--- src/rtl/hdmi_text_render_if.sv ---
// Memory-side bus of the text renderer: VRAM cell fetch and glyph ROM row fetch.
// The renderer is the master; the VRAM/ROM wrapper is the slave.
interface hdmi_text_render_if #(
    parameter int unsigned COLS    = 100,
    parameter int unsigned ROWS    = 30,
    parameter int unsigned GLYPH_W = 10,
    parameter int unsigned GLYPH_H = 20
);
    localparam int unsigned COL_W = $clog2(COLS);
    localparam int unsigned ROW_W = $clog2(ROWS);
    localparam int unsigned GY_W  = $clog2(GLYPH_H);

    logic               vram_ce;
    logic [ROW_W-1:0]   vram_row;
    logic [COL_W-1:0]   vram_col;
    logic [15:0]        vram_data;
    logic               glyph_ce;
    logic [7:0]         glyph_char;
    logic [GY_W-1:0]    glyph_row;
    logic [GLYPH_W-1:0] glyph_bits;

    modport master (
        output vram_ce, vram_row, vram_col, glyph_ce, glyph_char, glyph_row,
        input  vram_data, glyph_bits
    );

    modport slave (
        input  vram_ce, vram_row, vram_col, glyph_ce, glyph_char, glyph_row,
        output vram_data, glyph_bits
    );
endinterface

--- src/rtl/hdmi_text_render.sv ---
// Text-mode renderer: timing strobes -> cell coordinates -> VRAM word -> glyph row -> 24-bit
// pixels with per-cell 16-colour attributes and a blinking inverse cursor. Fixed 4-cycle delay.
module hdmi_text_render #(
    parameter int unsigned COLS         = 100,
    parameter int unsigned ROWS         = 30,
    parameter int unsigned GLYPH_W      = 10,
    parameter int unsigned GLYPH_H      = 20,
    parameter int unsigned BLINK_FRAMES = 30
) (
    input  logic                    clk,
    input  logic                    reset,
    input  logic                    in_active,
    input  logic                    in_h_sync,
    input  logic                    in_v_sync,
    input  logic                    in_h_start,
    input  logic                    in_v_start,
    input  logic [$clog2(ROWS)-1:0] top_row,
    input  logic                    cursor_en,
    input  logic [$clog2(ROWS)-1:0] cursor_row,
    input  logic [$clog2(COLS)-1:0] cursor_col,
    hdmi_text_render_if.master      mem,
    output logic                    out_active,
    output logic                    out_h_sync,
    output logic                    out_v_sync,
    output logic [23:0]             out_rgb
);
    localparam int unsigned COL_W = $clog2(COLS);
    localparam int unsigned ROW_W = $clog2(ROWS);
    localparam int unsigned GX_W  = $clog2(GLYPH_W);
    localparam int unsigned GY_W  = $clog2(GLYPH_H);
    localparam int unsigned FC_W  = (BLINK_FRAMES > 1) ? $clog2(BLINK_FRAMES) : 1;

    localparam logic [COL_W-1:0] COL_LAST = COL_W'(COLS - 1);
    localparam logic [ROW_W-1:0] ROW_LAST = ROW_W'(ROWS - 1);
    localparam logic [GX_W-1:0]  GX_LAST  = GX_W'(GLYPH_W - 1);
    localparam logic [GY_W-1:0]  GY_LAST  = GY_W'(GLYPH_H - 1);
    localparam logic [FC_W-1:0]  FC_LAST  = FC_W'(BLINK_FRAMES - 1);

    // Index {i,r,g,b}: set components are AA, or FF when intense; clear ones are 00, or 55.
    function automatic logic [23:0] palette(input logic [3:0] idx);
        logic [7:0] on, off;
        on  = idx[3] ? 8'hFF : 8'hAA;
        off = idx[3] ? 8'h55 : 8'h00;
        return {idx[2] ? on : off, idx[1] ? on : off, idx[0] ? on : off};
    endfunction

    // Stage 1: position counters and blink state
    logic [COL_W-1:0] col;
    logic [GX_W-1:0]  gx;
    logic [ROW_W-1:0] row;
    logic [GY_W-1:0]  gy;
    logic             s1_active, s1_hs, s1_vs;
    logic [FC_W-1:0]  frame_cnt;
    logic             frame_seen;
    logic             phase;

    always_ff @(posedge clk or posedge reset) begin
        if (reset) begin
            col        <= '0;
            gx         <= '0;
            row        <= '0;
            gy         <= '0;
            s1_active  <= 1'b0;
            s1_hs      <= 1'b0;
            s1_vs      <= 1'b0;
            frame_cnt  <= '0;
            frame_seen <= 1'b0;
            phase      <= 1'b1;
        end else begin
            s1_active <= in_active;
            s1_hs     <= in_h_sync;
            s1_vs     <= in_v_sync;

            if (in_v_start) begin
                row <= top_row;
                gy  <= '0;
            end else if (in_h_start) begin
                if (gy == GY_LAST) begin
                    gy  <= '0;
                    row <= (row == ROW_LAST) ? '0 : row + ROW_W'(1);
                end else begin
                    gy <= gy + GY_W'(1);
                end
            end

            if (in_h_start) begin
                col <= '0;
                gx  <= '0;
            end else if (in_active) begin
                if (gx == GX_LAST) begin
                    gx <= '0;
                    if (col != COL_LAST) col <= col + COL_W'(1);
                end else begin
                    gx <= gx + GX_W'(1);
                end
            end

            // The first v_start after reset opens frame 0 rather than counting a finished frame,
            // so the cursor stays visible for exactly BLINK_FRAMES frames per half-period.
            if (in_v_start) begin
                if (!frame_seen) begin
                    frame_seen <= 1'b1;
                end else if (frame_cnt == FC_LAST) begin
                    frame_cnt <= '0;
                    phase     <= ~phase;
                end else begin
                    frame_cnt <= frame_cnt + FC_W'(1);
                end
            end
        end
    end

    logic cell_start;
    logic cursor_hit;

    assign cell_start = s1_active && (gx == '0);
    assign cursor_hit = cursor_en && phase && (row == cursor_row) && (col == cursor_col);

    assign mem.vram_ce  = cell_start;
    assign mem.vram_row = row;
    assign mem.vram_col = col;

    // Stages 2 and 3: VRAM word arrives, glyph fetch issued, attribute carried alongside
    logic            s2_cell, s2_hit, s2_active, s2_hs, s2_vs;
    logic [GY_W-1:0] s2_gy;
    logic            s3_cell, s3_hit, s3_active, s3_hs, s3_vs;
    logic [7:0]      s3_attr;

    always_ff @(posedge clk or posedge reset) begin
        if (reset) begin
            s2_cell   <= 1'b0;
            s2_hit    <= 1'b0;
            s2_active <= 1'b0;
            s2_hs     <= 1'b0;
            s2_vs     <= 1'b0;
            s2_gy     <= '0;
            s3_cell   <= 1'b0;
            s3_hit    <= 1'b0;
            s3_active <= 1'b0;
            s3_hs     <= 1'b0;
            s3_vs     <= 1'b0;
            s3_attr   <= '0;
        end else begin
            s2_cell   <= cell_start;
            s2_active <= s1_active;
            s2_hs     <= s1_hs;
            s2_vs     <= s1_vs;
            s2_gy     <= gy;
            if (cell_start) s2_hit <= cursor_hit;

            s3_cell   <= s2_cell;
            s3_active <= s2_active;
            s3_hs     <= s2_hs;
            s3_vs     <= s2_vs;
            if (s2_cell) begin
                s3_attr <= mem.vram_data[15:8];
                s3_hit  <= s2_hit;
            end
        end
    end

    assign mem.glyph_ce   = s2_cell;
    assign mem.glyph_char = s2_cell ? mem.vram_data[7:0] : 8'h00;
    assign mem.glyph_row  = s2_gy;

    // Stage 4: shifter and colour lookup, outputs registered
    logic [GLYPH_W-1:0] shift_q, bits_now;
    logic [3:0]         fg_q, bg_q, fg_now, bg_now;

    always_comb begin
        bits_now = s3_cell ? mem.glyph_bits : shift_q;
        fg_now   = fg_q;
        bg_now   = bg_q;
        if (s3_cell) begin
            fg_now = s3_hit ? s3_attr[7:4] : s3_attr[3:0];
            bg_now = s3_hit ? s3_attr[3:0] : s3_attr[7:4];
        end
    end

    always_ff @(posedge clk or posedge reset) begin
        if (reset) begin
            shift_q    <= '0;
            fg_q       <= '0;
            bg_q       <= '0;
            out_active <= 1'b0;
            out_h_sync <= 1'b0;
            out_v_sync <= 1'b0;
            out_rgb    <= '0;
        end else begin
            shift_q    <= {bits_now[GLYPH_W-2:0], 1'b0};
            fg_q       <= fg_now;
            bg_q       <= bg_now;
            out_active <= s3_active;
            out_h_sync <= s3_hs;
            out_v_sync <= s3_vs;
            out_rgb    <= s3_active ? palette(bits_now[GLYPH_W-1] ? fg_now : bg_now) : 24'h0;
        end
    end
endmodule

--- src/flat_wrapper.sv ---
// flat-port wrapper written by rule: the top's interface ports become plain ports
module hdmi_text_render_flat 
#(
    parameter int unsigned COLS         = 100,
    parameter int unsigned ROWS         = 30,
    parameter int unsigned GLYPH_W      = 10,
    parameter int unsigned GLYPH_H      = 20,
    parameter int unsigned BLINK_FRAMES = 30
)
  (clk, reset, in_active, in_h_sync, in_v_sync, in_h_start, in_v_start, top_row, cursor_en, cursor_row, cursor_col, out_active, out_h_sync, out_v_sync, out_rgb, mem_vram_ce, mem_vram_row, mem_vram_col, mem_glyph_ce, mem_glyph_char, mem_glyph_row, mem_vram_data, mem_glyph_bits);
  hdmi_text_render_if #(.COLS(COLS), .ROWS(ROWS), .GLYPH_W(GLYPH_W), .GLYPH_H(GLYPH_H)) mem_i ();
  input  logic clk;
  input  logic reset;
  input  logic in_active;
  input  logic in_h_sync;
  input  logic in_v_sync;
  input  logic in_h_start;
  input  logic in_v_start;
  input  logic [$clog2(ROWS)-1:0] top_row;
  input  logic cursor_en;
  input  logic [$clog2(ROWS)-1:0] cursor_row;
  input  logic [$clog2(COLS)-1:0] cursor_col;
  output logic out_active;
  output logic out_h_sync;
  output logic out_v_sync;
  output logic [23:0] out_rgb;
  output wire logic [$bits(mem_i.vram_ce)-1:0] mem_vram_ce;
  output wire logic [$bits(mem_i.vram_row)-1:0] mem_vram_row;
  output wire logic [$bits(mem_i.vram_col)-1:0] mem_vram_col;
  output wire logic [$bits(mem_i.glyph_ce)-1:0] mem_glyph_ce;
  output wire logic [$bits(mem_i.glyph_char)-1:0] mem_glyph_char;
  output wire logic [$bits(mem_i.glyph_row)-1:0] mem_glyph_row;
  input wire logic [$bits(mem_i.vram_data)-1:0] mem_vram_data;
  input wire logic [$bits(mem_i.glyph_bits)-1:0] mem_glyph_bits;
  assign mem_vram_ce = mem_i.vram_ce;
  assign mem_vram_row = mem_i.vram_row;
  assign mem_vram_col = mem_i.vram_col;
  assign mem_glyph_ce = mem_i.glyph_ce;
  assign mem_glyph_char = mem_i.glyph_char;
  assign mem_glyph_row = mem_i.glyph_row;
  assign mem_i.vram_data = mem_vram_data;
  assign mem_i.glyph_bits = mem_glyph_bits;
  hdmi_text_render #(.COLS(COLS), .ROWS(ROWS), .GLYPH_W(GLYPH_W), .GLYPH_H(GLYPH_H), .BLINK_FRAMES(BLINK_FRAMES)) u_core (.clk(clk), .reset(reset), .in_active(in_active), .in_h_sync(in_h_sync), .in_v_sync(in_v_sync), .in_h_start(in_h_start), .in_v_start(in_v_start), .top_row(top_row), .cursor_en(cursor_en), .cursor_row(cursor_row), .cursor_col(cursor_col), .mem(mem_i), .out_active(out_active), .out_h_sync(out_h_sync), .out_v_sync(out_v_sync), .out_rgb(out_rgb));
endmodule
--- config.mk ---
export PLATFORM = sky130hd
export DESIGN_NAME = hdmi_text_render_flat
export DESIGN_NICKNAME = d
export VERILOG_FILES = /design/src/rtl/hdmi_text_render_if.sv /design/src/rtl/hdmi_text_render.sv /design/src/flat_wrapper.sv
export SDC_FILE = /design/constraint.sdc
export NUM_CORES = 1
export LEC_CHECK = 0
export CAP_MARGIN = 40
export CELL_PAD_IN_SITES_DETAIL_PLACEMENT = 1
export CELL_PAD_IN_SITES_GLOBAL_PLACEMENT = 2
export CORE_MARGIN = 2
export CORE_UTILIZATION = 30
export CTS_CLUSTER_DIAMETER = 200
export DETAILED_ROUTE_END_ITERATION = 6
export GPL_ROUTABILITY_DRIVEN = 0
export PLACE_DENSITY_LB_ADDON = 0.12
export SYNTH_ARGS = -nofsm -noshare
export SYNTH_HDL_FRONTEND = slang
export SYNTH_SLANG_ARGS = --single-unit
--- constraint.sdc ---
create_clock -name clk -period 3.36 [get_ports clk]
set_input_delay 0.504 -clock clk [delete_from_list [all_inputs] [get_ports clk]]
set_output_delay 0.504 -clock clk [all_outputs]
set_load 0.01 [all_outputs]
# After elaboration in Yosys (flattened, before gate mapping)
# Index checks and enable logic that the tools add are counted.
[word_totals]
output_inout_bits = 54
reg_bits = 98
wordCells = 84
[classes]
n_mux = 28
addsub = 5
n_bitwise = 1
n_reduce_logical = 14
n_eq_ne = 7
[ops]
columns = ["operator", "n"]
rows = [
  ["two-way mux 7 bit", 6],
  ["two-way mux 5 bit", 8],
  ["two-way mux 4 bit", 8],
  ["two-way mux 8 bit", 4],
  ["two-way mux 24 bit", 1],
  ["adder 5 x 1 -> 5 bit (second input constant)", 3],
  ["== test 5 bit (second input constant)", 3],
  ["two-way mux 10 bit", 1],
  ["nonzero test 2 bit", 5],
  ["adder 7 x 1 -> 7 bit (second input constant)", 1],
  ["== test 7 bit", 1],
  ["inequality test 7 bit (second input constant)", 1],
  ["AND reduction 3 bit", 2],
  ["== test 5 bit", 1],
  ["adder 4 x 1 -> 4 bit (second input constant)", 1],
  ["== test 4 bit (second input constant)", 1],
  ["logical AND 1 bit", 4],
  ["logical NOT 4 bit", 1],
  ["AND reduction 2 bit", 2],
  ["inverter 1 bit", 1],
]

# Logic depth before layout (Yosys ltp)
[depth]
word_depth = 6
ltp_mapped = 7

# Worst setup path after synthesis
# Ideal clock, no wire load.
[synth_path]
kind = "register -> output"
from = "reg u_core.s2_cell (netlist: u_core.mem.glyph_ce)"
to = "out mem_glyph_char[0]"
path_slack_ns = 1.844
required_time_ns = 2.856
stages_incl_launch_ff = 4
arrival_ns = 1.012
n_path_buf = 2
path_cell_list = "dfrtp_1 > buf_2 > clkbuf_1 > and2_1"
[synth_via]
elab_chain_len = 1
[synth_lines]
columns = ["item", "line_no", "text"]
rows = [
  ["start: declaration", "hdmi_text_render.sv:124", "logic s2_cell, s2_hit, s2_active, s2_hs, s2_vs;"],
  ["start signal: assignment", "hdmi_text_render.sv:144", "s2_cell <= cell_start;"],
  ["two-way mux 8 bit", "hdmi_text_render.sv:163", "assign mem.glyph_char = s2_cell ? mem.vram_data[7:0] : 8'h00;"],
  ["end: declaration", "flat_wrapper.sv:31", "output wire logic [$bits(mem_i.glyph_char)-1:0] mem_glyph_char;"],
]
# Every way passes these cells.

# Final worst setup path
[layout_path]
from = "reg u_core.gx[0]"
to = "out mem_vram_ce"
[layout_via]
elab_chain_len = 2
[layout_lines]
columns = ["item", "line_no", "text"]
rows = [
  ["start: declaration", "hdmi_text_render.sv:49", "logic [GX_W-1:0] gx;"],
  ["start signal: assignment", "hdmi_text_render.sv:94", "gx <= gx + GX_W'(1);"],
  ["logical NOT 4 bit", "hdmi_text_render.sv:116", "assign cell_start = s1_active && (gx == '0);"],
  ["logical AND 1 bit", "hdmi_text_render.sv:116", ""],
  ["end: declaration", "flat_wrapper.sv:27", "output wire logic [$bits(mem_i.vram_ce)-1:0] mem_vram_ce;"],
]
# Every way passes these cells.

==> out/metrics.cfg <==
[place]
post-place-ws_ns=1.236
port_buffers=104
detailed_place.area_mm2=0.004674
hpwlAfterDp_um=5736

[global_routing]
globalRouteMet2Util_pct=19.92
grt.total_usage_pct=13.18
global_route.usage.met3_pct=3.454
number_of_global_route_vias_before_repair=2657
grt_antenna_before_repair=0
grt_start_max_net_pins=46
grt_busiest_layer=met2
grtUsageMet1_pct=17.89
grt.overflow.total=0
grt_first_pass_wirelength_um=13410

[die]
dieHeight_um=113.8
die-area_mm2=0.01294
rows=40
chipWidth_um=113.8
core_area_mm2=0.01186
start_util_pct=30.46
top_level_ports=105

[routing]
drt_first_iter_violations=121
router_iterations_before_antenna_repair=4
route.antenna.remaining_nets=0
avgViaCountPerCell=4.673
drc_errors=0
detail_route.wl_per_cell_um=14.17
via_count=2598
routed_wirelength_um=7881

[clocking]
cts_root_buffer=clkbuf_16
clkSlewWorstSetupHoldPaths_ns=0.06
tritoncts.num_buffers=9
cts_tree=done
sink_count_of_the_clock_tree=78
worst_skew_pair.late_latency_ns=0.33
clock_tree.buffer_depth=2
post_cts_buffers=0
clock_tree.htree_level_count=3
post_cts_resize_count=0
cts_hold_fix_bufs=0

[layout]
design_area_mm2=0.004975
diodes=0
fin_util_pct=41.94
areaGrowthSynthToFinish_pct=37.67
layout-drive-gt1-share_pct=11.49
layout.nets=465

[synthesis]
synth_cells=318
synth_flop_cell=dfrtp_1
synthesis.nets=378
ys_async_sr_fraction_pct=100.0
ys_types=44
netlist_area_pre_place_mm2=0.003613
yosysWarningCount=0
synth.yosys.seq_area_share_pct=54.05
synth.ff_latch_count=78
avg_synthesized_cell_area_um2=11.36
number_of_flops_mapped_to_enable_cells_by_yosys=0

[job]
drv_cap=0

[hold_path]
hold_path.startpoint=u_core.s3_hs
hold_path_class=register to register
worstHoldPathCells=0
timing.hold.worst_endpoint=u_core.out_h_sync

[critical_path]
timing.reg2reg.worst_path_depth=6
max_stage_delay_ns=0.55
capturing_point_of_the_worst_reg2reg_path=u_core.mem.vram_col[1]
cp_data_arrival_time_ns=1.85
path_cells=inv_1, ha_1, and4bb_2, clkdlybuf4s50_1
r2r_setup_slack_ns=1.74
critical-path-slowest-cell=clkdlybuf4s50_1
worst-endpoint-required_ns=2.86
crit_path_start_kind=register
worst_setup_path_end_kind=primary output
crit_path_start=u_core.gx[0]
critPathMaxFanout=4
timing.rr.start=u_core.gx[1]
path_class=register to primary output

[timing]
whs_ns=0.3458
setup_viol_count_final=0
report.final.hold_viol_count=0
max_slew_margin_pct=58.07
final.period_utilization_pct=70.01
drv_slew=0
rsz0062_at_grt=no
timing.fmax_mhz=425.1
finClkSkew_ns=0.009064
timing_worst_slew_pin_value_ns=0.6290
fin_crit_ns=2.352
timing.final.ws_setup_ns=1.008
fin_tns_setup_ns=0

[pwr]
p_leak_nw=2.040
worst_ir_drop_vdd_uv=277.8
powerDensity_mw_per_mm2=540.8

[run_status]
result_of_the_run=finished, final reports clean

## flip-flops by register name (all words and copies together) (netlist names), 4 cells and up
| name | count |
|---|---|
| u_core.shift_q | 9 |
| u_core.s3_attr | 8 |
| u_core.mem.vram_col | 7 |
| u_core.frame_cnt | 5 |
| u_core.gy | 5 |
| u_core.mem.glyph_row | 5 |
| u_core.mem.vram_row | 5 |
| u_core.bg_q | 4 |
| u_core.fg_q | 4 |
| u_core.gx | 4 |
| u_core.out_rgb | 4 |
## final cells by class
type / count / area, um2
clock buffers: 12 / 256.5
clock inverters: 3 / 43.79
fillers: 1309 / 6887
inverters: 7 / 27.53
multi-input cells: 201 / 1426
flip-flops and latches: 78 / 1953
well taps: 147 / 183.9
repair buffers: 108 / 1084
## worst max-delay path by stage
| stage | end | slack (ns) |
|---|---|---|
| final | mem_vram_ce | 1.01 |
| after CTS | mem_vram_ce | 0.96 |
| after global placement | mem_glyph_char[2] | 1.25 |
| after global routing | mem_vram_ce | 0.89 |
| after detailed placement | u_core.mem.vram_row[1] | 1.24 |
| after floorplan | u_core.bg_q[0] | 0.86 |
## worst max-delay path: cells and delay by family (launching register included)
kind | cells | cell delay [ns]
buffers and inverters | 2 | 0.66
flip-flops | 1 | 0.41
AND/OR/NAND/NOR | 1 | 0.29
adder cells (fa/ha/maj) | 1 | 0.15
## power breakdown
part / leakage (nW) / switching [W] / internal (W)
logic: 0.931 / 0.000225 / 0.000318
registers: 0.960 / 0.000107 / 0.00107
clock network: 0.149 / 0.000360 / 0.000612
total: 2.04 / 0.000691 / 0.00200
## metrics by stage
stage,instances,total power [W]
finish,556,0.002690
global route,556,0.002858
CTS,556,0.002744
detailed placement,541,0.001747
floorplan,318,0.001513
global placement,541,0.001732
## logic make-up (layout without fill, tap and decap cells)
kind of cell | Yosys count | after routing | share of synthesized area (%)
flops | 78 | 78 | 54.05
fa+ha+maj | 9 | 9 | 3.116
buf+inv | 39 | 130 | 6.475
compound gates | 55 | 55 | 9.211
xor+xnor | 17 | 17 | 4.121
mux | 33 | 33 | 9.868
simple gates | 87 | 87 | 13.16
## metal layers
| metal | part of all wire (%) | up-vias | wire length, um |
|---|---|---|---|
| li1 | - | 1251 | - |
| met1 | 47 | 1260 | 3681 |
| met2 | 45 | 79 | 3568 |
| met3 | 6.3 | 8 | 500 |
| met4 | 1.7 | 0 | 131 |
| met5 | 0 | - | 0 |
## placed cells by master, fill, tap and decap left out, types with 2 or more instances in the layout
cell type and n:
clkdlybuf4s50_1 104, dfrtp_1 77, nor2_1 21, a21oi_1 21
o21ai_0 20, mux2_2 18, nand2_1 15, mux2i_1 14
nand3_1 10, xnor2_1 9, and2_1 9, ha_1 9
clkbuf_16 9, xor2_1 8, nor3_1 7, nor2b_1 7
inv_1 6, buf_4 3, or3_1 2, nand3b_1 2
nand2b_1 2, a211oi_1 2, nor4_1 2, nand4_1 2
nor3b_1 2, o31ai_1 2, clkinv_2 2, clkbuf_8 2
## Yosys cell counts (all sizes together), types with 2 or more instances
master,number,share of area (%)
dfrtp,77,53
buf,28,5.3
a21oi,22,3.2
nor2,21,2.2
o21ai,20,2.8
mux2,18,5.6
mux2i,15,4.3
nand2,15,1.6
nand3,10,1.4
and2,9,1.6
ha,9,3.1
xnor2,9,2.2
xor2,8,1.9
inv,7,0.73
nor2b,7,1.2
nor3,7,0.97
clkbuf,4,0.42
a211oi,2,0.42
nand2b,2,0.35
nand3b,2,0.42
nand4,2,0.35
nor3b,2,0.42
nor4,2,0.35
nor4b,2,0.66
o31ai,2,0.42
or3,2,0.35
No activity file was read; power rests on OpenSTA's default activity.
